==> config.mk <==
export PLATFORM = sky130hd
export DESIGN_NAME = mult_div_unit
export DESIGN_NICKNAME = d
export VERILOG_FILES = /design/src/rtl/mult_div_unit.sv
export SDC_FILE = /design/constraint.sdc
export NUM_CORES = 1
export LEC_CHECK = 0
export CAP_MARGIN = 40
export CELL_PAD_IN_SITES_DETAIL_PLACEMENT = 0
export CELL_PAD_IN_SITES_GLOBAL_PLACEMENT = 1
export CORE_MARGIN = 2
export CORE_UTILIZATION = 41
export DETAILED_ROUTE_END_ITERATION = 7
export MAX_ROUTING_LAYER = met4
export PLACE_DENSITY = 0.84
export SLEW_MARGIN = 40
export SYNTH_ARGS = -nofsm -noshare
export SYNTH_HDL_FRONTEND = slang
export SYNTH_SLANG_ARGS = --single-unit
==> constraint.sdc <==
create_clock -name clk -period 7.8 [get_ports clk]
set_input_delay 1.56 -clock clk [delete_from_list [all_inputs] [get_ports clk]]
set_output_delay 1.56 -clock clk [all_outputs]
set_load 0.005 [all_outputs]
==> src/rtl/mult_div_unit.sv <==
// mult_div_unit: iterative multiply/divide unit for the MIPS core.
// Executes MULT, MULTU, DIV and DIVU. Multiply is radix-2 shift-add and
// divide is restoring, one iteration per enabled clock, WIDTH iterations.
// The result is written straight into the HI/LO register file during DONE.
//
// Ports:
//   clk             - system clock, rising edge
//   reset           - asynchronous active-high reset, forces IDLE
//   clk_enable      - global stall; when low all state holds
//   start           - operation request, sampled only in IDLE
//   op              - 00 MULT, 01 MULTU, 10 DIV, 11 DIVU
//   op_a            - rs operand (multiplicand / dividend)
//   op_b            - rt operand (multiplier / divisor)
//   busy            - high in every state except IDLE
//   HI_result       - high product or remainder (registered)
//   LO_result       - low product or quotient (registered)
//   HI_write_enable - one-cycle write pulse in DONE
//   LO_write_enable - one-cycle write pulse in DONE, equal to HI_write_enable
module mult_div_unit #(
    parameter int WIDTH = 32
) (
    input  logic             clk,
    input  logic             reset,
    input  logic             clk_enable,
    input  logic             start,
    input  logic [1:0]       op,
    input  logic [WIDTH-1:0] op_a,
    input  logic [WIDTH-1:0] op_b,
    output logic             busy,
    output logic [WIDTH-1:0] HI_result,
    output logic [WIDTH-1:0] LO_result,
    output logic             HI_write_enable,
    output logic             LO_write_enable
);

    localparam int CW = (WIDTH > 1) ? $clog2(WIDTH) : 1;
    localparam logic [CW-1:0] CNT_LAST = CW'(WIDTH - 1);
    localparam logic [CW-1:0] CNT_ONE  = CW'(1);

    typedef enum logic [1:0] {
        ST_IDLE = 2'd0,
        ST_PREP = 2'd1,
        ST_CALC = 2'd2,
        ST_DONE = 2'd3
    } state_t;

    state_t               state_r;
    state_t               state_next_s;
    logic [1:0]           op_r;
    logic [WIDTH-1:0]     a_r;
    logic [WIDTH-1:0]     b_r;
    logic [CW-1:0]        cnt_r;
    logic [2*WIDTH-1:0]   acc_r;
    logic [WIDTH-1:0]     opnd_r;

    logic                 is_div_s;
    logic                 sign_a_s;
    logic                 sign_b_s;
    logic                 neg_q_s;
    logic                 b_zero_s;
    logic                 last_iter_s;
    logic [WIDTH-1:0]     mag_a_s;
    logic [WIDTH-1:0]     mag_b_s;
    logic [2*WIDTH-1:0]   acc_next_s;
    logic [WIDTH:0]       sum_s;
    logic [WIDTH:0]       shifted_s;
    logic [WIDTH-1:0]     diff_s;
    logic                 ge_s;
    logic [2*WIDTH-1:0]   prod_s;
    logic [WIDTH-1:0]     hi_fix_s;
    logic [WIDTH-1:0]     lo_fix_s;

    // Two's-complement negation of a single-width word.
    function automatic logic [WIDTH-1:0] negate_w(input logic [WIDTH-1:0] v);
        return ~v + {{(WIDTH-1){1'b0}}, 1'b1};
    endfunction

    // Two's-complement negation of a double-width word.
    function automatic logic [2*WIDTH-1:0] negate_dw(input logic [2*WIDTH-1:0] v);
        return ~v + {{(2*WIDTH-1){1'b0}}, 1'b1};
    endfunction

    // Operand decode: op[1] selects divide, op[0]=0 means signed.
    assign is_div_s    = op_r[1];
    assign sign_a_s    = ~op_r[0] & a_r[WIDTH-1];
    assign sign_b_s    = ~op_r[0] & b_r[WIDTH-1];
    assign neg_q_s     = sign_a_s ^ sign_b_s;
    assign b_zero_s    = (b_r == {WIDTH{1'b0}});
    assign mag_a_s     = sign_a_s ? negate_w(a_r) : a_r;
    assign mag_b_s     = sign_b_s ? negate_w(b_r) : b_r;
    assign last_iter_s = (state_r == ST_CALC) && (cnt_r == CNT_LAST);

    // State register, held while the pipeline is stalled.
    always_ff @(posedge clk or posedge reset) begin
        if (reset) begin
            state_r <= ST_IDLE;
        end else if (clk_enable) begin
            state_r <= state_next_s;
        end
    end

    // Next-state logic.
    always_comb begin
        state_next_s = state_r;
        case (state_r)
            ST_IDLE: begin
                if (start) begin
                    state_next_s = ST_PREP;
                end else begin
                    state_next_s = ST_IDLE;
                end
            end
            ST_PREP: state_next_s = ST_CALC;
            ST_CALC: begin
                if (last_iter_s) begin
                    state_next_s = ST_DONE;
                end else begin
                    state_next_s = ST_CALC;
                end
            end
            ST_DONE: state_next_s = ST_IDLE;
            default: state_next_s = ST_IDLE;
        endcase
    end

    // Moore outputs decoded from the state register.
    always_comb begin
        busy            = 1'b1;
        HI_write_enable = 1'b0;
        LO_write_enable = 1'b0;
        case (state_r)
            ST_IDLE: busy = 1'b0;
            ST_PREP: busy = 1'b1;
            ST_CALC: busy = 1'b1;
            ST_DONE: begin
                HI_write_enable = 1'b1;
                LO_write_enable = 1'b1;
            end
            default: busy = 1'b0;
        endcase
    end

    // One iteration of either algorithm. The accumulator holds
    // product-high:multiplier for multiply and remainder:quotient for divide.
    always_comb begin
        acc_next_s = acc_r;
        shifted_s  = acc_r[2*WIDTH-1:WIDTH-1];
        // The true difference is below the divisor whenever it is used,
        // so the low WIDTH bits of the modular subtraction are exact.
        diff_s     = shifted_s[WIDTH-1:0] - opnd_r;
        ge_s       = (shifted_s >= {1'b0, opnd_r});
        sum_s      = {1'b0, acc_r[2*WIDTH-1:WIDTH]}
                   + (acc_r[0] ? {1'b0, opnd_r} : {(WIDTH+1){1'b0}});
        if (is_div_s) begin
            if (ge_s) begin
                acc_next_s = {diff_s, acc_r[WIDTH-2:0], 1'b1};
            end else begin
                acc_next_s = {shifted_s[WIDTH-1:0], acc_r[WIDTH-2:0], 1'b0};
            end
        end else begin
            acc_next_s = {sum_s, acc_r[WIDTH-1:1]};
        end
    end

    // Sign fix-up of the final iteration's result. Divide by zero bypasses
    // it: quotient all ones, remainder is the original dividend bits.
    always_comb begin
        prod_s   = acc_next_s;
        hi_fix_s = acc_next_s[2*WIDTH-1:WIDTH];
        lo_fix_s = acc_next_s[WIDTH-1:0];
        if (is_div_s) begin
            if (b_zero_s) begin
                hi_fix_s = a_r;
                lo_fix_s = {WIDTH{1'b1}};
            end else begin
                lo_fix_s = neg_q_s ? negate_w(acc_next_s[WIDTH-1:0])
                                   : acc_next_s[WIDTH-1:0];
                hi_fix_s = sign_a_s ? negate_w(acc_next_s[2*WIDTH-1:WIDTH])
                                    : acc_next_s[2*WIDTH-1:WIDTH];
            end
        end else begin
            prod_s   = neg_q_s ? negate_dw(acc_next_s) : acc_next_s;
            hi_fix_s = prod_s[2*WIDTH-1:WIDTH];
            lo_fix_s = prod_s[WIDTH-1:0];
        end
    end

    // Datapath registers: operand latch, preparation, iteration and the
    // result registers, which are loaded on the edge that enters DONE.
    always_ff @(posedge clk or posedge reset) begin
        if (reset) begin
            op_r      <= 2'b00;
            a_r       <= {WIDTH{1'b0}};
            b_r       <= {WIDTH{1'b0}};
            cnt_r     <= {CW{1'b0}};
            acc_r     <= {(2*WIDTH){1'b0}};
            opnd_r    <= {WIDTH{1'b0}};
            HI_result <= {WIDTH{1'b0}};
            LO_result <= {WIDTH{1'b0}};
        end else if (clk_enable) begin
            case (state_r)
                ST_IDLE: begin
                    if (start) begin
                        op_r <= op;
                        a_r  <= op_a;
                        b_r  <= op_b;
                    end
                end
                ST_PREP: begin
                    acc_r  <= {{WIDTH{1'b0}}, (is_div_s ? mag_a_s : mag_b_s)};
                    opnd_r <= is_div_s ? mag_b_s : mag_a_s;
                    cnt_r  <= {CW{1'b0}};
                end
                ST_CALC: begin
                    acc_r <= acc_next_s;
                    cnt_r <= cnt_r + CNT_ONE;
                    if (last_iter_s) begin
                        HI_result <= hi_fix_s;
                        LO_result <= lo_fix_s;
                    end
                end
                ST_DONE: begin
                end
                default: begin
                end
            endcase
        end
    end

endmodule

Yosys cells after proc, flatten, opt, wreduce, memory -nomap -nowiden
Index checks and enable logic that the tools add are counted.

word-level totals
  bits in registers = 233
  RAM bits = 0
  bits in read-only memories = 0
  input bits = 70
  memories kept = 0
  output and inout bits = 67
  latch bits = 0
  logic and storage cells = 60

operators by class
  div/mod/pow operators = 0
  eq/ne operators = 4
  muxes and demuxes = 21
  bitwise operators = 9
  add/sub/neg operators = 8
  multipliers = 0
  $lt $le $gt $ge = 1
  shifts and indexed selects = 0
  reductions and logical operators = 8

operator list
  cell                                            number
  2-to-1 mux 32 bit                               11
  2-to-1 mux 64 bit                               3
  adder 32 x 1 -> 32 bit (second input constant)  4
  inverter 32 bit                                 4
  one-hot mux 64 bit (2 select lines)             1
  adder 64 x 1 -> 64 bit (second input constant)  1
  inverter 64 bit                                 1
  adder 32 x 32 -> 33 bit                         1
  >= comparator 33 x 32 -> 1 bit                  1
  logical NOT 32 bit                              1
  subtractor 32 bit                               1
  one-hot mux 5 bit (2 select lines)              1
  one-hot mux 2 bit (4 select lines)              1
  AND reduction 3 bit                             2
  adder 5 x 1 -> 5 bit (second input constant)    1
  == test 5 bit (second input constant)           1
  == test 2 bit (second input constant)           2
  2-to-1 mux 1 bit                                4
  AND reduction 2 bit                             2
  bitwise AND 1 bit                               2
  == test 2 x 1 -> 1 bit (second input constant)  1
  logical NOT 2 bit                               1
  nonzero test 2 bit                              1
  logical AND 1 bit                               1
  2 further kinds                                 2

Longest topological paths before layout
Gate-level depths: netlist of run 1.

  depth after elaboration = 8
  depth in mapped cells = 24
  depth with buffers taken out = 20

Least setup slack after synthesis of run 1
No wires, ideal clock.

  path kind = register to register
  start = register op_r[1]
  end = register HI_result[28]
  stages on the path, launching flop included = 20
  slack = 2598 ps
  arrival time = 5076 ps
  data required time = 7674 ps
  clock period less this slack = 5202 ps
  library setup time = 126 ps
  buffers on the path = 7
  cells stage by stage = dfrtp_1 > buf_2 > clkbuf_1 > clkbuf_1 > clkbuf_1 > clkbuf_1 > buf_1 > clkbuf_1 > mux2i_1 > ha_1 > o2111ai_1 > nor4_1 > and3_1 > nand2_1 > nor2_1 > nand2_1 > or4_1 > nand2_1 > xnor2_1 > a221o_1

on the way
  longest elaborated chain between the ends = 6
  elaborated cells on any way between the ends = 9
  those cells by class = add/sub: 2; mux: 5; bitwise: 2

RTL lines
  what                      line  source
  start: declaration        49    logic [1:0] op_r;
  start signal: assignment  204   op_r <= op;
  2-to-1 mux 64 bit         154   if (is_div_s) begin
  inverter 32 bit           75    return ~v + {{(WIDTH-1){1'b0}}, 1'b1};
  adder 32 x 1 -> 32 bit    75
  2-to-1 mux 32 bit         178   hi_fix_s = sign_a_s ? negate_w(acc_next_s[2*WIDTH-1:WIDTH])
  2-to-1 mux 32 bit         172   if (b_zero_s) begin
  2-to-1 mux 32 bit *       171   if (is_div_s) begin
  end signal: assignment    198   HI_result <= {WIDTH{1'b0}};
  end signal: assignment    218   HI_result <= hi_fix_s;
  end: declaration          30    output logic [WIDTH-1:0] HI_result,

Every way passes the cells marked *; elsewhere a longest branch is shown, timed or not.
A chain may end at the register's enable or synchronous reset.

Worst setup path in the final report of run 1
  start = register acc_r[41]
  end = register HI_result[12]

on the way
  longest elaborated chain between the ends = 8
  elaborated cells on any way between the ends = 13
  those cells by class = add/sub: 4; order compare: 1; mux: 6; bitwise: 2

RTL lines
  what                                                                        line      source
  start: declaration                                                          53        logic [2*WIDTH-1:0] acc_r;
  start signal: assignment                                                    196       acc_r <= {(2*WIDTH){1'b0}};
  start signal: assignment                                                    210       acc_r <= {{WIDTH{1'b0}}, (is_div_s ? mag_a_s : mag_b_s)};
  start signal: assignment                                                    215       acc_r <= acc_next_s;
  subtractor 32 bit / >= comparator 33 x 32 -> 1 bit (equally long branches)  150, 151
  2-to-1 mux 64 bit                                                           155       if (ge_s) begin
  2-to-1 mux 64 bit *                                                         154
  inverter 32 bit                                                             75
  adder 32 x 1 -> 32 bit                                                      75
  2-to-1 mux 32 bit                                                           178
  2-to-1 mux 32 bit                                                           172
  2-to-1 mux 32 bit *                                                         171

Marked as above.

==> reports/qor.csv, run 1 <==
stage;metric;value;unit
synthesis;fraction of registers with async set/reset;100;%
worst_hold_path;WHS Endpoint;opnd_r[9]$_DFFE_PP0P_;
layout;layout cells sized above 1;8.77;%
setup_path;slowest cell on the critical path;and2_1;
cts;CTS sink count;233;
placed_design;DP HPWL;52.4;mm
floorplanning;Die W;217;um
setup_path;crit-path most repeated cell;a21oi_1;
synthesis;YS warnings;0;
cts;root buf cell;clkbuf_16;
layout;sequential cell area;5830;um^2
sta;skew final;0.0266;ns
cts;# Post-CTS Setup Buffers;0;
worst_hold_path;hold path depth;2;
grt;first-pass GRT wire length;105;mm
setup_path;CP top delay family;compound AO/OA/AOI/OAI gates;
layout;most frequent cells in the layout;235 x nor2_1, 232 x dfrtp_1, 224 x nand2_1, 219 x o21ai_0, 216 x a21oi_1;
sta;f_max;164;MHz
routing;WL/cell;23.4;um
routing;antenna-violating nets left;0;
placed_design;Buffers on Ports;136;
cts;Post-CTS Resized;0;
floorplanning;core area;44400;um^2
routing;via total after detailed routing;17731;
cts;Clk pin slew, worst setup/hold paths;0.06;ns
synthesis;Synth Instances;2280;
floorplanning;die area;47000;um^2
floorplanning;# IOs;137;
layout;commonest non-fill, non-tap cell in the layout;nor2_1;
sta;final setup vio count;0;
setup_path;R2R setup slack;1.71;ns
routing;DRT Wirelength;68.9;mm
layout;ant diodes;0;
worst_hold_path;HP Class;reg2reg;
cts;cts bufs inserted;28;
sta;Least-Margin Pin Slew;0.964;ns
placed_design;pre-CTS setup slack;1.82;ns
worst_hold_path;Hold Crit Start;opnd_r[9]$_DFFE_PP0P_;
cts;Clock Latency Late Sink;0.58;ns
layout;final core utilization;48.4;%
setup_path;worst path cell trace;ha_1 > a21o_1 > a221oi_4 > o221ai_2 > o31ai_4 > buf_4 > a21oi_2 > a21oi_1 > ha_1 > o2111ai_1 > nor4_1 > and3_1 > nand2_1 > nor2_1 > and2_1 > a21oi_1 > xnor2_1 > nor2_1 > a21oi_1 > mux2_2;
routing;First DRT Iteration DRCs;1718;
sta;Hold Violations, Final;0;
setup_path;CP endpoint kind;register;
pwr;worst vdd ir;318;uV
sta;setup ws final;1.71;ns
layout;nets;2476;
sta;setup_tns;0;ns
pwr;Final Power;0.0115;W
grt;all-layer global routing usage;29.9;%
flow_run;maxcap violations;0;
synthesis;Post-synth EDFFs;0;
cts;CTS H-tree depth;1;
grt;number of antenna violations at the first check in global routing;1;
pwr;Pleak;9.09;nW
grt;GRT Residual Overflow;0;
synthesis;commonest register cell after synthesis;dfrtp_1;
sta;Rel. slew slack;34.7;%
setup_path;Reg-to-Reg Start;acc_r[41]$_DFFE_PP0P_;
synthesis;syn avg cell area;8.14;um^2
sta;Final period util;78.1;%
setup_path;r2r endpoint;HI_result[12]$_DFFE_PP0P_;
floorplanning;Cell Rows;77;
synthesis;number of synthesized register bits;233;
floorplanning;initial core utilization;41.8;%
placed_design;gpl congestion;1.03;
layout;Syn-to-layout area delta;15.7;%
setup_path;kind of critical path;reg2reg;
grt;largest net degree at the start of global routing;146;
setup_path;CP Max Fanout;11;
run_status;status;complete, no violations;
sta;RSZ-0062 raised after global routing;no;
layout;final cell count without fillers;2942;
pwr;PD cells;538;nW/um^2
floorplanning;Die Ht;217;um
cts;Max Buffers Root-to-Sink;3;
cts;CTS tree;yes;
synthesis;cell area after synthesis;18600;um^2
synthesis;post-synthesis sequential area ratio;31.4;%
sta;Pins Over Slew Limit;0;
synthesis;synth unique cells;96;
routing;DR vias/cell;6.03;
setup_path;Critical Path Max Stage Delay;0.52;ns
routing;residual DRC count;0;
synthesis;syn nets;2426;
layout;Multi-input gate area;12000;um^2
setup_path;WP buf/inv;1;
setup_path;CP Launch Type;register;
setup_path;critical path arrival;6.55;ns
routing;1st-pass router iterations;6;
grt;vias in the first global route;16918;
sta;fin crit period;6.09;ns
cts;post-cts hold buffer count;0;
placed_design;Cells after DPL;2891;
setup_path;worst-case reg-to-reg path depth;20;
setup_path;Worst Path Required;8.26;ns
layout;Fill cells;4273;
==> where the power goes <==
group	total [W]	switching, W	internal [W]
combinational	0.00786	0.00505	0.00282
clock	0.00148	0.000562	0.000920
sequential	0.00220	0.000590	0.00161
total	0.0115	0.00620	0.00535
==> routing by layer <==
metal / vias up / share of wire (%) / global-route usage (%)
met5: - / 0 / -
met4: 0 / 2.2 / 6.83
met3: 72 / 7.2 / 4.58
met2: 642 / 44 / 45.2
met1: 8681 / 46 / 42.2
li1: 8336 / - / -
==> metrics by stage <==
stage / hold WS, ns / cell area, um^2
2_1_floorplan: 0.444 / 18600
3_3_place_gp: 0.456 / 20400
3_5_place_dp: 0.468 / 20400
4_1_cts: 0.481 / 21400
5_1_grt: 0.503 / 21500
6_report: 0.478 / 21500
==> synth_stat cells, types with 49 or more instances <==
library cell | count | area, um^2
clkbuf_1 | 114 | 428
dfrtp_1 | 233 | 5830
nor3_1 | 49 | 245
o21ai_0 | 220 | 1100
nor2_1 | 235 | 882
ha_1 | 74 | 926
a21oi_1 | 216 | 1080
mux2_2 | 71 | 800
inv_1 | 60 | 225
xor2_1 | 75 | 657
xnor2_1 | 105 | 920
nand2_1 | 226 | 848
==> kinds of logic after synthesis <==
kind of cell,synth area share (%)
adder cells (fa/ha/maj),5.20
AND/OR/NAND/NOR,18.6
flip-flops,31.4
multiplexers,6.63
buffers and inverters,4.41
XOR/XNOR,8.49
AO/OA/AOI/OAI,25.3
==> cell type report <==
class / instances / area share, %
clock buffer: 37 / 3.75
clock inverter: 13 / 1.05
inverter: 61 / 1.08
multi-input combinational: 1840 / 55.8
sequential: 233 / 27.2
tap: 592 / 3.45
timing repair buffer: 166 / 7.67
==> registers in the layout (all words and copies together) (netlist names) <==
signal / flops
state_r: 2
acc_r: 64
op_r: 2
cnt_r: 5
HI_result: 32
LO_result: 32
b_r: 32
opnd_r: 32
a_r: 32
==> worst register-to-register path: cells and delay by family (launching register included) <==
family,cells,cell delay (ns)
xor+xnor,1,0.16
mux,1,0.28
compound gates,9,2.23
simple gates,6,1.90
fa+ha+maj,2,0.71
buf+inv,1,0.28
flops,1,0.42
==> worst max path at each step <==
stage / from / end / slack [ns] / cells past startpoint
4_1_cts: acc_r[41]$_DFFE_PP0P_ / HI_result[12]$_DFFE_PP0P_ / 1.78 / 20
2_1_floorplan: op_r[1]$_DFFE_PP0P_ / HI_result[28]$_DFFE_PP0P_ / 2.60 / 19
3_3_place_gp: acc_r[41]$_DFFE_PP0P_ / HI_result[12]$_DFFE_PP0P_ / 1.93 / 20
5_1_grt: acc_r[41]$_DFFE_PP0P_ / HI_result[24]$_DFFE_PP0P_ / 1.26 / 19
6_report: acc_r[41]$_DFFE_PP0P_ / HI_result[12]$_DFFE_PP0P_ / 1.71 / 20
3_5_place_dp: acc_r[41]$_DFFE_PP0P_ / HI_result[26]$_DFFE_PP0P_ / 1.82 / 19
(Power assumes the default switching activity.)
==> run 2, diff against run 1 <==
==> constraint.sdc (replaced) <==
create_clock -name clk -period 5.1 [get_ports clk]
set_input_delay 1.02 -clock clk [delete_from_list [all_inputs] [get_ports clk]]
set_output_delay 1.02 -clock clk [all_outputs]
set_load 0.005 [all_outputs]
==> run 2 against run 1 <==
Cell count grew 4.5%. Critical path depth shrank 3. Clock power grew 49%. Hold slack lost 0.0026 ns. Wire length grew 4.4%. Clock skew shrank 0.0091 ns. Register-to-register slack lost 1.5 ns. Setup slack lost 1.5 ns. Cell area grew 5.1%. Critical path type unchanged. Largest power group unchanged.
==> reports/qor.csv, run 2 (synthesis results as in run 1) <==
stage;metric;value;unit
routing;WL/cell;23.4;um
sta;Final period util;96.5;%
worst_hold_path;hold path depth;2;
sta;f_max;203;MHz
placed_design;DP HPWL;55.2;mm
setup_path;CP top delay family;compound AO/OA/AOI/OAI gates;
routing;First DRT Iteration DRCs;1765;
layout;Multi-input gate area;12100;um^2
grt;first-pass GRT wire length;108;mm
layout;commonest non-fill, non-tap cell in the layout;dfrtp_1;
cts;cts bufs inserted;28;
layout;sequential cell area;5830;um^2
sta;final setup vio count;0;
layout;Largest Register;acc_r;
layout;ant diodes;0;
setup_path;kind of critical path;reg2reg;
grt;all-layer global routing usage;30.9;%
setup_path;CP Max Fanout;13;
floorplanning;Die W;217;um
sta;final hold slack;0.475;ns
routing;antenna-violating nets left;0;
setup_path;slowest cell on the critical path;nor4b_4;
setup_path;crit-path most repeated cell;buf_4;
floorplanning;Die Ht;217;um
layout;nets;2607;
worst_hold_path;WHS Endpoint;opnd_r[6]$_DFFE_PP0P_;
cts;Clk pin slew, worst setup/hold paths;0.06;ns
layout;most frequent cells in the layout;232 x dfrtp_1, 231 x nor2_1, 224 x nand2_1, 220 x o21ai_0, 214 x a21oi_1;
layout;final instance area;22600;um^2
setup_path;R2R setup slack;0.18;ns
grt;number of antenna violations at the first check in global routing;1;
setup_path;CP endpoint kind;register;
grt;vias in the first global route;17230;
pwr;Pleak;9.73;nW
layout;number of flip-flops in the largest register;64;
placed_design;Buffers on Ports;136;
routing;1st-pass router iterations;5;
routing;DR vias/cell;6.05;
grt;GRT Residual Overflow;0;
pwr;PD cells;842;nW/um^2
floorplanning;initial core utilization;41.8;%
routing;residual DRC count;0;
grt;largest net degree at the start of global routing;128;
floorplanning;core area;44400;um^2
flow_run;maxcap violations;0;
layout;Fill cells;4199;
sta;Least-Margin Pin Slew;0.800;ns
pwr;worst vdd ir;360;uV
setup_path;CP Launch Type;register;
sta;Hold Violations, Final;0;
cts;Clock Latency Late Sink;0.58;ns
floorplanning;die area;47000;um^2
sta;Pins Over Slew Limit;0;
run_status;status;complete, no violations;
floorplanning;# IOs;137;
setup_path;worst path cell trace;ha_1 > buf_4 > a221oi_4 > o221ai_2 > o31a_1 > buf_12 > o211ai_1 > a31oi_1 > nor4b_4 > nand4_2 > buf_4 > nor4_4 > buf_4 > nor2_1 > xnor2_1 > o21ai_0 > o221a_2;
setup_path;Reg-to-Reg Start;acc_r[43]$_DFFE_PP0P_;
routing;via total after detailed routing;18607;
cts;CTS H-tree depth;1;
layout;Syn-to-layout area delta;21.6;%
setup_path;Worst Path Required;5.61;ns
setup_path;worst-case reg-to-reg path depth;17;
placed_design;gpl congestion;1.01;
setup_path;CP startpoint;acc_r[43]$_DFFE_PP0P_;
cts;CTS tree;yes;
worst_hold_path;Hold Crit Start;opnd_r[6]$_DFFE_PP0P_;
placed_design;Cell Area, Placed;21500;um^2
setup_path;WP buf/inv;4;
cts;CTS sink count;233;
layout;layout cells sized above 1;14.3;%
routing;DRT Wirelength;71.9;mm
sta;fin crit period;4.92;ns
floorplanning;Cell Rows;77;
sta;skew final;0.0176;ns
worst_hold_path;HP Class;reg2reg;
sta;Rel. slew slack;46.4;%
setup_path;r2r endpoint;HI_result[25]$_DFFE_PP0P_;
cts;root buf cell;clkbuf_16;
setup_path;Critical Path Max Stage Delay;0.54;ns
setup_path;critical path arrival;5.43;ns
cts;Max Buffers Root-to-Sink;3;
run 2: cell count changes in the layout (fill, tap and decap cells not counted), moves of 3 or more:
cell | before | now
buf_4 | 25 | 150
buf_12 | 3 | 9
ha_1 | 73 | 69
ha_2 | 1 | 5
nor2_1 | 235 | 231
nor2_2 | 0 | 4
clkbuf_8 | 5 | 2
run 2: worst max path at each step:
stage,to,slack [ns],cells after the start
floorplan,HI_result[28]$_DFFE_PP0P_,0.06,19
global placement,HI_result[28]$_DFFE_PP0P_,0.04,18
detailed placement,HI_result[28]$_DFFE_PP0P_,-0.08,18
CTS,HI_result[28]$_DFFE_PP0P_,0.03,18
global route,HI_result[24]$_DFFE_PP0P_,-0.01,18
finish,HI_result[25]$_DFFE_PP0P_,0.18,17
run 2: timing repair:
item | in CTS | in global routing
endpoints found under the setup margin | 7 | 24
hold buffers | 0 | 0
pin swaps | 0 | 2
buffers inserted | 0 | 2
gates resized for setup | 2 | 17
run 2: layout make-up:
class                      instances  share of cell area [%]
tap                              592                    3.28
inverter                          61                    1.03
clock buffer                      34                    3.39
sequential                       233                    25.8
multi-input combinational       1840                    53.4
clock inverter                    17                    1.02
timing repair buffer             297                    12.1
run 2: through the flow:
step                      utilization (%)  TNS [ns]  setup WS, ns  std cells  total power (W)
after global routing                 50.8   -0.0400       -0.0147       3074           0.0201
after detailed placement             48.3    -0.183       -0.0765       3020           0.0163
after floorplan                         -         0        0.0569       2280           0.0114
final                                50.8         0         0.178       3074           0.0190
after global placement               48.2         0        0.0416       3018           0.0162
after CTS                            50.6         0        0.0277       3071           0.0186
run 2: worst register-to-register path: stages (launching register included):
cell and delay (ns):
dfrtp_1 0.42, ha_1 0.40, buf_4 0.19, a221oi_4 0.35, o221ai_2 0.19, o31a_1 0.40, buf_12 0.19, o211ai_1 0.21
a31oi_1 0.32, nor4b_4 0.55, nand4_2 0.24, buf_4 0.24, nor4_4 0.29, buf_4 0.18, nor2_1 0.05, xnor2_1 0.14
o21ai_0 0.28, o221a_2 0.24
run 2: metal layers:
layer	global-route usage (%)	wire (um)	up-vias	part of all wire, %
met2	46.5	31500	798	44
met3	3.76	5320	123	7.4
met4	8.47	2350	0	3.3
met1	43.7	32800	9078	46
met5	-	0	-	0
li1	-	-	8608	-
run 2: where the power goes:
| part | internal (W) | switching [W] |
|---|---|---|
| registers | 0.00246 | 0.000873 |
| logic | 0.00530 | 0.00816 |
| clock network | 0.00132 | 0.000885 |
